File: src/rtl/cla_pkg.sv
// Shared types and helpers for the nibble-serial CLA adder controller.
package cla_pkg;

    typedef enum logic [1:0] {IDLE, RUN, DONE} state_t;

    localparam int SLICE_W = 4;

    // Width of a counter that indexes n items; never less than one bit.
    function automatic int clog2(input int n);
        int r;
        r = 0;
        while ((1 << r) < n) r++;
        return (r < 1) ? 1 : r;
    endfunction

endpackage

File: src/rtl/cla_4bit.sv
// 4-bit carry-lookahead adder slice shared by the sequential controller.
module cla_4bit (
    input  logic [3:0] a,
    input  logic [3:0] b,
    input  logic       cin,
    output logic [3:0] sum,
    output logic       cout
);

    logic [3:0] g, p;
    logic [4:0] c;

    always_comb begin
        g    = a & b;
        p    = a ^ b;
        c[0] = cin;
        c[1] = g[0] | (p[0] & cin);
        c[2] = g[1] | (p[1] & g[0]) | (p[1] & p[0] & cin);
        c[3] = g[2] | (p[2] & g[1]) | (p[2] & p[1] & g[0]) | (p[2] & p[1] & p[0] & cin);
        c[4] = g[3] | (p[3] & g[2]) | (p[3] & p[2] & g[1]) | (p[3] & p[2] & p[1] & g[0])
             | (p[3] & p[2] & p[1] & p[0] & cin);
        sum  = p ^ c[3:0];
        cout = c[4];
    end

endmodule

File: src/rtl/cla_seq_adder_ctrl.sv
// WIDTH-bit add/subtract built by running one cla_4bit slice over the operand
// nibbles LSB first, with the carry held in a register between passes.
module cla_seq_adder_ctrl
    import cla_pkg::*;
#(
    parameter int WIDTH = 16
) (
    input  logic             clk,
    input  logic             rst,
    input  logic             in_valid,
    output logic             in_ready,
    input  logic [WIDTH-1:0] a,
    input  logic [WIDTH-1:0] b,
    input  logic             cin,
    input  logic             sub,
    output logic             out_valid,
    input  logic             out_ready,
    output logic [WIDTH-1:0] sum,
    output logic             cout,
    output logic             ovf,
    output logic             busy
);

    localparam int NSLICE = WIDTH / SLICE_W;
    localparam int IDXW   = clog2(NSLICE);

    generate
        if ((WIDTH % SLICE_W) != 0 || WIDTH < SLICE_W) begin : g_bad_width
            $error("cla_seq_adder_ctrl: WIDTH must be a positive multiple of 4");
        end
    endgenerate

    state_t            state;
    logic [IDXW-1:0]   idx;
    logic [WIDTH-1:0]  a_reg, b_reg, work, work_nxt;
    logic              carry;
    logic [SLICE_W-1:0] s_a, s_b, s_sum;
    logic              s_cout;
    logic              last;

    assign s_a  = a_reg[SLICE_W*idx +: SLICE_W];
    assign s_b  = b_reg[SLICE_W*idx +: SLICE_W];
    assign last = (idx == IDXW'(NSLICE - 1));

    cla_4bit u_slice (
        .a   (s_a),
        .b   (s_b),
        .cin (carry),
        .sum (s_sum),
        .cout(s_cout)
    );

    // Merged result including the nibble being produced this cycle, so the
    // final pass can publish the complete value straight into the sum port.
    always_comb begin
        work_nxt = work;
        work_nxt[SLICE_W*idx +: SLICE_W] = s_sum;
    end

    assign in_ready = (state == IDLE);
    assign busy     = (state != IDLE);

    always_ff @(posedge clk) begin
        if (rst) begin
            state     <= IDLE;
            idx       <= '0;
            carry     <= 1'b0;
            a_reg     <= '0;
            b_reg     <= '0;
            work      <= '0;
            sum       <= '0;
            cout      <= 1'b0;
            ovf       <= 1'b0;
            out_valid <= 1'b0;
        end else begin
            case (state)
                IDLE: begin
                    if (in_valid) begin
                        a_reg <= a;
                        b_reg <= sub ? ~b : b;
                        carry <= sub ? 1'b1 : cin;
                        idx   <= '0;
                        state <= RUN;
                    end
                end
                RUN: begin
                    work  <= work_nxt;
                    carry <= s_cout;
                    idx   <= idx + 1'b1;
                    if (last) begin
                        idx       <= '0;
                        sum       <= work_nxt;
                        cout      <= s_cout;
                        ovf       <= (a_reg[WIDTH-1] == b_reg[WIDTH-1]) &&
                                     (work_nxt[WIDTH-1] != a_reg[WIDTH-1]);
                        out_valid <= 1'b1;
                        state     <= DONE;
                    end
                end
                DONE: begin
                    if (out_ready) begin
                        out_valid <= 1'b0;
                        state     <= IDLE;
                    end
                end
                default: state <= IDLE;
            endcase
        end
    end

endmodule

File: config.mk
export PLATFORM = sky130hd
export DESIGN_NAME = cla_seq_adder_ctrl
export DESIGN_NICKNAME = d
export VERILOG_FILES = /design/src/rtl/cla_pkg.sv /design/src/rtl/cla_4bit.sv /design/src/rtl/cla_seq_adder_ctrl.sv
export SDC_FILE = /design/constraint.sdc
export NUM_CORES = 1
export LEC_CHECK = 0
export BUFFER_PORTS_ARGS = -buffer_cell sky130_fd_sc_hd__buf_2
export CAP_MARGIN = 20
export CORE_MARGIN = 5
export CORE_UTILIZATION = 45
export DETAILED_ROUTE_END_ITERATION = 8
export PLACE_DENSITY = 0.67
export SYNTH_ARGS = -nofsm -noshare
export SYNTH_HDL_FRONTEND = slang
export SYNTH_SLANG_ARGS = --single-unit
File: constraint.sdc
create_clock -name clk -period 3.2 [get_ports clk]
set_clock_uncertainty 0.1 [all_clocks]
set_input_delay 0.48 -clock clk [delete_from_list [all_inputs] [get_ports clk]]
set_output_delay 0.48 -clock clk [all_outputs]
set_load 0.05 [all_outputs]
==> results of run 1 <==
==> critical path, cell delays in order (launching register included) <==
cell	delay, ps
dfxtp_1	590
mux4_2	570
ha_1	360
a41oi_1	270
o21ai_2	120
xor2_1	460
a221oi_1	150
nor3_1	200
==> synth_stat cells, types with 2 or more instances <==
| library cell | count |
|---|---|
| ha_1 | 10 |
| mux4_2 | 8 |
| clkbuf_1 | 17 |
| a32oi_1 | 2 |
| nor3_1 | 5 |
| nand2_1 | 40 |
| nor2b_1 | 2 |
| o21ai_0 | 5 |
| xnor2_1 | 18 |
| a22oi_1 | 11 |
| nand3_1 | 5 |
| a21oi_1 | 27 |
| dfxtp_1 | 72 |
| a211oi_1 | 40 |
| a221oi_1 | 4 |
| nor2_1 | 55 |
| buf_2 | 8 |
| inv_1 | 12 |
| nand2b_1 | 4 |
==> metal layers <==
layer	GRT usage [%]	wire length [µm]	vias up
met5	0	0	-
li1	-	-	1377
met1	21.3	3220	1174
met3	3.63	365	7
met4	6.49	73	0
met2	26.0	3200	59
==> power by group through the flow <==
stage / logic (W) / clock network (W) / registers [W]
6_report: 0.000303 / 0.000799 / 0.000977
5_1_grt: 0.000341 / 0.000853 / 0.000983
4_1_cts: 0.000305 / 0.000820 / 0.000978
3_5_place_dp: 0.000304 / 0 / 0.000999
3_3_place_gp: 0.000298 / 0 / 0.000998
2_1_floorplan: 0.000230 / 0 / 0.000987
==> final timing paths <==
| path | startpoint | to | slack (ps) |
|---|---|---|---|
| max reg2reg | idx[0] | sum[3] | 300 |
| min | a[7] | a_reg[7] | 270 |
| min reg2reg | a_reg[0] | a_reg[0] | 360 |
| max | idx[0] | sum[3] | 300 |
==> metrics by stage <==
step,util (%),power (W)
CTS,53.8,0.00210
finish,53.8,0.00208
global placement,50.7,0.00130
detailed placement,50.7,0.00130
floorplan,-,0.00122
global route,53.8,0.00218
==> cell families after synthesis <==
kind of cell	Yosys count	synth area share, %
DFF	72	44.3
and+or+nand+nor	118	15.6
xor gates and xnor gates	19	5.12
AOI/OAI and AO/OA	95	20.0
adders and majority gates	11	4.46
muxes	9	5.85
buffers and inverters	38	4.69
==> cell type report <==
cell class	count	area [µm²]	share of cell area, %
clock buffer	12	145	3.78
clock inverter	4	76.3	1.99
inverter	12	45.0	1.17
multi-input combinational	252	1660	43.2
sequential	72	1440	37.6
tap	99	124	3.23
timing repair buffer	64	348	9.06
==> results.py, run 1 <==
metrics = {
    "logic_synthesis": {
        "yosysSeqAreaShare_pct": 44.3,
        "synthFlopType": "dfxtp_1",
        "syn_area_mm2": 0.00325,
        "syn-num-nets": 411,
        "yosys.area.top_type": "dfxtp_1",
        "synth_edf_count": 0,
        "synth-seq-cells": 72,
        "yosysWarningCount": 0,
        "synthTopCellsByArea": "dfxtp_1 44%, a211oi_1 9.2%, nor2_1 6.3%, mux4_2 5.5%, xnor2_1 4.8%",
        "async_flop_share_pct": 0,
        "syn_area_per_cell_um2": 8.98,
        "syn_inst": 362,
        "yosys.area.top_type_share_pct": 44.3,
        "ys_types": 36,
    },
    "power_and_ir_drop": {
        "comb_power_share_pct": 14.6,
        "vdd_ir_drop_max_mv": 0.349,
        "power_switching_w": 0.000547,
        "internal_power_w": 0.00153,
        "p_sw_share_pct": 26.3,
        "seq_power_share_pct": 47.0,
        "p_per_area_mw_per_mm2": 542,
        "p_leak_nw": 1.49,
        "power.share.clock_pct": 38.4,
    },
    "worst_setup_path": {
        "reg2reg_depth": 7,
        "crit_path_end_kind": "register",
        "worstPathMaxFanout": 8,
        "cp.required_ps": 3360,
        "critPathLaunchType": "register",
        "cp_data_arrival_time_ps": 3060,
        "path_class": "register to register",
    },
    "placement": {
        "place_ws_ps": 292,
        "placed_cells": 499,
        "hpwl_mm": 4.93,
        "gp_congestion": 0.747,
        "dpl_cell_area_mm2": 0.00362,
        "port_buffers": 58,
    },
    "timing": {
        "finalCritPeriodShare_pct": 90.6,
        "setup_ws_ps": 300,
        "worstMarginPinSlew_ps": 734,
        "timing.final.crit_period_ps": 2900,
        "timing.fmax_mhz": 345,
        "setup_viol": 0,
        "setup-tns-final_ps": 0,
        "slew_viol_final": 0,
        "hold_ws_ps": 267,
        "rsz0062_at_grt": "false",
        "hold_viol": 0,
        "slew_headroom_pct": 51.1,
    },
    "clock_tree": {
        "cts_setup_buffers": 0,
        "cts.path.max_buffers": 2,
        "cts_sinks": 72,
        "root_buffer": "clkbuf_8",
        "numCtsBuffers": 9,
        "clk_latency_ps": 350,
        "ctsHoldBuffers": 0,
        "cts_resized": 0,
        "ctsHtreeMaxLevel": 3,
        "cts_tree": "yes",
        "clk_pin_slew_ps": 70,
    },
    "floorplanning": {
        "chipHeight_um": 95.0,
        "fp.coreArea_mm2": 0.00714,
        "initial_core_util_pct": 45.6,
        "dieArea_mm2": 0.00903,
        "io-pin-count": 59,
        "dieWidth_um": 95.0,
        "rows": 31,
    },
    "finish": {
        "fin_nets": 460,
        "antenna_cells": 0,
        "design_area_mm2": 0.00384,
        "drive_gt1_share_pct": 21.6,
        "area_growth_pct": 18.0,
        "final_common_cell": "dfxtp_1",
        "fillers": 725,
        "layout.cells.non_filler": 515,
        "mostFrequentLayoutCells": "72 x dfxtp_1, 58 x buf_2, 55 x nor2_1",
    },
    "min_path": {
        "hold_class": "input port to register",
        "worstHoldPathCells": 3,
    },
    "route": {
        "route.vias.total": 2617,
        "final_antenna_net_count": 0,
        "vias_per_cell": 5.08,
        "wirelength_mm": 6.86,
        "first_iter_violations": 123,
        "drc_errors": 0,
        "dr.pass1.iters": 5,
        "drt-wirelength-per-cell_um": 13.3,
    },
    "global_route": {
        "grt_max_degree": 73,
        "grt_use_total_pct": 16.2,
        "grt_pass1_vias": 2495,
        "overflow": 0,
        "antenna_found_initial": 0,
        "grt_pass1_wl_mm": 11.6,
    },
    "run": {
        "max-cap-violations": 0,
    },
    "outcome": {
        "outcome": "completed",
    },
}
Note: power is estimated with default switching activity, not from simulation.
==> inputs of run 2 (changes only) <==
--- a/config.mk
+++ b/config.mk
@@ -10,7 +10,9 @@
 export CORE_MARGIN = 5
 export CORE_UTILIZATION = 45
 export DETAILED_ROUTE_END_ITERATION = 8
+export MAX_ROUTING_LAYER = met4
 export PLACE_DENSITY = 0.67
+export SKIP_CTS_REPAIR_TIMING = 1
 export SYNTH_ARGS = -nofsm -noshare
 export SYNTH_HDL_FRONTEND = slang
 export SYNTH_SLANG_ARGS = --single-unit
==> results.py, run 2 (synthesis gave the netlist of run 1 again) <==
metrics = {
    "worst_setup_path": {
        "worstReg2RegEnd": "ovf",
        "cp.required_ps": 3360,
        "reg2reg_depth": 7,
        "crit_path_end_kind": "register",
        "worstPathMaxFanout": 8,
        "r2r-start": "idx[0]",
        "critPathSlowestCell": "dfxtp_1",
        "cp_data_arrival_time_ps": 3050,
        "path_class": "register to register",
        "crit_chain": "mux4_2 -> ha_1 -> a41oi_1 -> o21ai_2 -> mux2i_1 -> or3_1 -> a311oi_2",
        "path_buf_inv": 0,
        "cpPeakStageDelay_ps": 590,
        "critPathTopFamily": "multiplexers",
        "critPathLaunchType": "register",
        "r2r_slack_ps": 310,
    },
    "min_path": {
        "hold_class": "input port to register",
        "worstHoldPathCells": 3,
        "min_to": "a_reg[7]",
        "hold_start": "a[7]",
    },
    "placement": {
        "place_ws_ps": 292,
        "port_buffers": 58,
        "hpwl_mm": 4.93,
        "gp_congestion": 0.756,
    },
    "timing": {
        "rsz0062_at_grt": "false",
        "slew_viol_final": 0,
        "slew_headroom_pct": 51.3,
        "hold_ws_ps": 272,
        "setup_viol": 0,
        "setup-tns-final_ps": 0,
        "hold_viol": 0,
        "worstMarginPinSlew_ps": 731,
        "timing.final.crit_period_ps": 2890,
        "setup_ws_ps": 310,
        "timing.fmax_mhz": 346,
        "finalCritPeriodShare_pct": 90.3,
    },
    "finish": {
        "area_growth_pct": 18.0,
        "fin_nets": 460,
        "drive_gt1_share_pct": 21.6,
        "mostFrequentLayoutCells": "72 x dfxtp_1, 58 x buf_2, 55 x nor2_1",
        "antenna_cells": 0,
        "post-route-util_pct": 53.8,
        "final_common_cell": "dfxtp_1",
    },
    "run": {
        "max-cap-violations": 0,
    },
    "floorplanning": {
        "fp.coreArea_mm2": 0.00714,
        "io-pin-count": 59,
        "chipHeight_um": 95.0,
        "initial_core_util_pct": 45.6,
        "rows": 31,
        "dieArea_mm2": 0.00903,
        "dieWidth_um": 95.0,
    },
    "route": {
        "wirelength_mm": 6.87,
        "drt-wirelength-per-cell_um": 13.3,
        "vias_per_cell": 5.08,
        "dr.pass1.iters": 5,
        "final_antenna_net_count": 0,
        "route.vias.total": 2615,
        "first_iter_violations": 133,
        "drc_errors": 0,
    },
    "global_route": {
        "grt_pass1_wl_mm": 11.6,
        "overflow": 0,
        "grt_pass1_vias": 2494,
        "grt_max_degree": 73,
        "antenna_found_initial": 0,
        "grt_use_total_pct": 16.7,
    },
    "power_and_ir_drop": {
        "internal_power_w": 0.00153,
        "comb_power_share_pct": 14.5,
        "p_leak_nw": 1.49,
        "seq_power_share_pct": 47.1,
        "power_switching_w": 0.000544,
        "p_sw_share_pct": 26.2,
        "p_per_area_mw_per_mm2": 541,
        "vdd_ir_drop_max_mv": 0.348,
        "power.share.clock_pct": 38.4,
    },
    "clock_tree": {
        "numCtsBuffers": 9,
        "clk_latency_ps": 340,
        "cts_tree": "yes",
        "root_buffer": "clkbuf_8",
        "cts.path.max_buffers": 2,
        "clk_pin_slew_ps": 80,
        "ctsHtreeMaxLevel": 3,
        "cts_sinks": 72,
    },
    "outcome": {
        "outcome": "completed",
    },
}
-- run 2: cell counts in the layout (fill, tap and decap cells not counted) --
Identical to the previous run, type by type.
-- run 2: power groups by stage --
stage / Clock (W) / Sequential (W) / Combinational (W)
after global placement: 0 / 0.000998 / 0.000298
final: 0.000797 / 0.000977 / 0.000302
after detailed placement: 0 / 0.000999 / 0.000304
after global routing: 0.000854 / 0.000983 / 0.000341
after floorplan: 0 / 0.000987 / 0.000230
after CTS: 0.000820 / 0.000978 / 0.000305
-- run 2: through the flow --
stage	std cells	total power, W	instance area, µm²
4_1_cts	515	0.00210	3840
5_1_grt	515	0.00218	3840
6_report	515	0.00208	3840
3_3_place_gp	499	0.00130	3620
3_5_place_dp	499	0.00130	3620
2_1_floorplan	362	0.00122	3250
-- run 2: worst max-delay path by stage --
stage / slack, ps / from / cells after the start / end
after global routing: 20 / idx[0] / 7 / sum[11]
final: 310 / idx[0] / 7 / ovf
after detailed placement: 290 / idx[0] / 7 / ovf
after global placement: 350 / idx[0] / 7 / ovf
after CTS: 260 / idx[0] / 7 / ovf
after floorplan: 320 / idx[0] / 8 / ovf
-- run 2: worst register-to-register path, delay by kind of cell, from the launching register on --
kind	cells	cell delay, ps
and+or+nand+nor	1	390
adders and majority gates	1	360
DFF	1	590
AOI/OAI and AO/OA	3	640
muxes	2	730
-- run 2: layout make-up --
class	count	area, µm²
tap	99	124
clock inverter	4	76.3
sequential	72	1440
timing repair buffer	64	348
fill	725	3300
inverter	12	45.0
clock buffer	12	145
multi-input combinational	252	1660
-- run 2: per-layer routing --
layer  vias up  wire length [µm]  GRT usage, %
met3         9               407          3.39
li1       1377                 -             -
met1      1165              3210          21.5
met2        64              3200          26.0
met5         -                 0             -
met4         0                51          6.49
==> inputs of run 3 (changes only) <==
--- a/config.mk
+++ b/config.mk
@@ -6,7 +6,6 @@
 export NUM_CORES = 1
 export LEC_CHECK = 0
 export BUFFER_PORTS_ARGS = -buffer_cell sky130_fd_sc_hd__buf_2
-export CAP_MARGIN = 20
 export CORE_MARGIN = 5
 export CORE_UTILIZATION = 45
 export DETAILED_ROUTE_END_ITERATION = 8
==> constraint.sdc (replaced) <==
create_clock -name clk -period 3.2 [get_ports clk]
set_clock_uncertainty 0.1 [all_clocks]
set_input_delay 0.64 -clock clk [delete_from_list [all_inputs] [get_ports clk]]
set_output_delay 0.64 -clock clk [all_outputs]
set_load 0.05 [all_outputs]
==> results.py, run 3 (synthesis gave the netlist of run 1 again) <==
metrics = {
    "finish": {
        "antenna_cells": 0,
        "design_area_mm2": 0.00375,
        "final_common_cell": "dfxtp_1",
        "drive_gt1_share_pct": 21.5,
        "mostFrequentLayoutCells": "72 x dfxtp_1, 58 x buf_2, 55 x nor2_1",
        "post-route-util_pct": 52.6,
        "area_growth_pct": 15.5,
        "fin_nets": 460,
    },
    "timing": {
        "slew_headroom_pct": 49.9,
        "setup_viol": 0,
        "timing.fmax_mhz": 341,
        "slew_viol_final": 0,
        "rsz0062_at_grt": "false",
        "finalCritPeriodShare_pct": 91.6,
        "timing.final.crit_period_ps": 2930,
        "hold_viol": 0,
        "worstMarginPinSlew_ps": 751,
        "setup-tns-final_ps": 0,
    },
    "clock_tree": {
        "numCtsBuffers": 9,
        "cts_tree": "yes",
        "root_buffer": "clkbuf_8",
        "ctsHtreeMaxLevel": 3,
        "cts_sinks": 72,
        "cts.path.max_buffers": 2,
        "clk_pin_slew_ps": 70,
        "clk_latency_ps": 340,
    },
    "min_path": {
        "min_to": "a_reg[3]",
        "hold_class": "register to register",
        "worstHoldPathCells": 2,
        "hold_start": "a_reg[3]",
    },
    "floorplanning": {
        "dieWidth_um": 95.0,
        "rows": 31,
        "chipHeight_um": 95.0,
        "io-pin-count": 59,
        "dieArea_mm2": 0.00903,
        "initial_core_util_pct": 45.6,
        "fp.coreArea_mm2": 0.00714,
    },
    "worst_setup_path": {
        "crit_path_end_kind": "register",
        "cp_data_arrival_time_ps": 3090,
        "critPathSlowestCell": "dfxtp_1",
        "path_class": "register to register",
        "r2r-start": "idx[0]",
        "critPathTopFamily": "multiplexers",
        "cpPeakStageDelay_ps": 600,
        "path_buf_inv": 0,
        "crit_chain": "mux4_2 -> ha_1 -> a41oi_1 -> o21ai_2 -> mux2i_1 -> or3_1 -> a311oi_2",
        "worstReg2RegEnd": "ovf",
        "reg2reg_depth": 7,
        "r2r_slack_ps": 270,
        "cp.required_ps": 3360,
        "worstPathMaxFanout": 8,
        "critPathLaunchType": "register",
    },
    "route": {
        "wirelength_mm": 7.02,
        "vias_per_cell": 5.26,
        "route.vias.total": 2699,
        "drt-wirelength-per-cell_um": 13.7,
        "final_antenna_net_count": 0,
        "dr.pass1.iters": 5,
        "first_iter_violations": 107,
        "drc_errors": 0,
    },
    "global_route": {
        "global_route.usage.met1_pct": 21.9,
        "gr-usage-met2_pct": 26.8,
        "grt_max_degree": 73,
        "overflow": 0,
        "grt_use_total_pct": 17.2,
        "grt_pass1_vias": 2550,
        "gr-usage-met3_pct": 4.81,
        "grt_pass1_wl_mm": 11.9,
        "antenna_found_initial": 0,
        "busiest_layer": "met2",
    },
    "power_and_ir_drop": {
        "p_per_area_mw_per_mm2": 498,
        "vdd_ir_drop_max_mv": 0.216,
        "p_total_w": 0.00187,
        "p_leak_nw": 1.46,
    },
    "run": {
        "max-cap-violations": 0,
    },
    "placement": {
        "hpwl_mm": 4.90,
        "port_buffers": 58,
        "gp_congestion": 0.744,
        "dpl_cell_area_mm2": 0.00360,
    },
    "outcome": {
        "outcome": "completed",
    },
}
[run 3: cell count changes in the layout (fill, tap and decap cells not counted), sizes merged]
cell | previous run | this run
clkinvlp | 1 | 0
inv | 13 | 12
clkinv | 0 | 4
clkbuf | 12 | 10
bufinv | 2 | 0
[run 3: worst min-delay path, cell delays in order, from the launching register on]
cell	delay [ps]
dfxtp_1	310
nand2_1	50
a21oi_1	50
[run 3: worst max path at each step]
stage | startpoint | end | slack, ps | cells past startpoint
after floorplan | idx[0] | ovf | 320 | 8
after global placement | idx[0] | ovf | 350 | 7
after detailed placement | idx[0] | ovf | 310 | 7
after CTS | idx[0] | ovf | 260 | 7
after global routing | idx[0] | sum[7] | 60 | 7
final | idx[0] | ovf | 270 | 7
[run 3: layout make-up]
| class | count | area (µm²) |
|---|---|---|
| clock buffer | 10 | 128 |
| clock inverter | 4 | 23.8 |
| fill | 733 | 3380 |
| inverter | 12 | 45.0 |
| multi-input combinational | 252 | 1660 |
| sequential | 72 | 1440 |
| tap | 99 | 124 |
| timing repair buffer | 64 | 335 |
[run 3: metrics by stage]
stage	setup slack [ps]	instances	hold WS, ps
final	269	513	359
after global routing	64.1	513	378
after CTS	262	513	358
after detailed placement	305	499	347
after global placement	351	499	343
after floorplan	316	362	333
[run 3: per-layer routing]
layer  wire length (µm)  vias to the layer above
li1                   -                     1373
met1               3150                     1231
met2               3360                       86
met3                423                        9
met4                 87                        0
met5                  0                        -
[run 3: power by group]
group | leakage (nW) | internal (W) | total, W | switching (W)
clock network | 0.0817 | 0.000270 | 0.000588 | 0.000318
registers | 0.589 | 0.000945 | 0.000978 | 0.0000335
logic | 0.793 | 0.000122 | 0.000302 | 0.000181
total | 1.46 | 0.00134 | 0.00187 | 0.000532
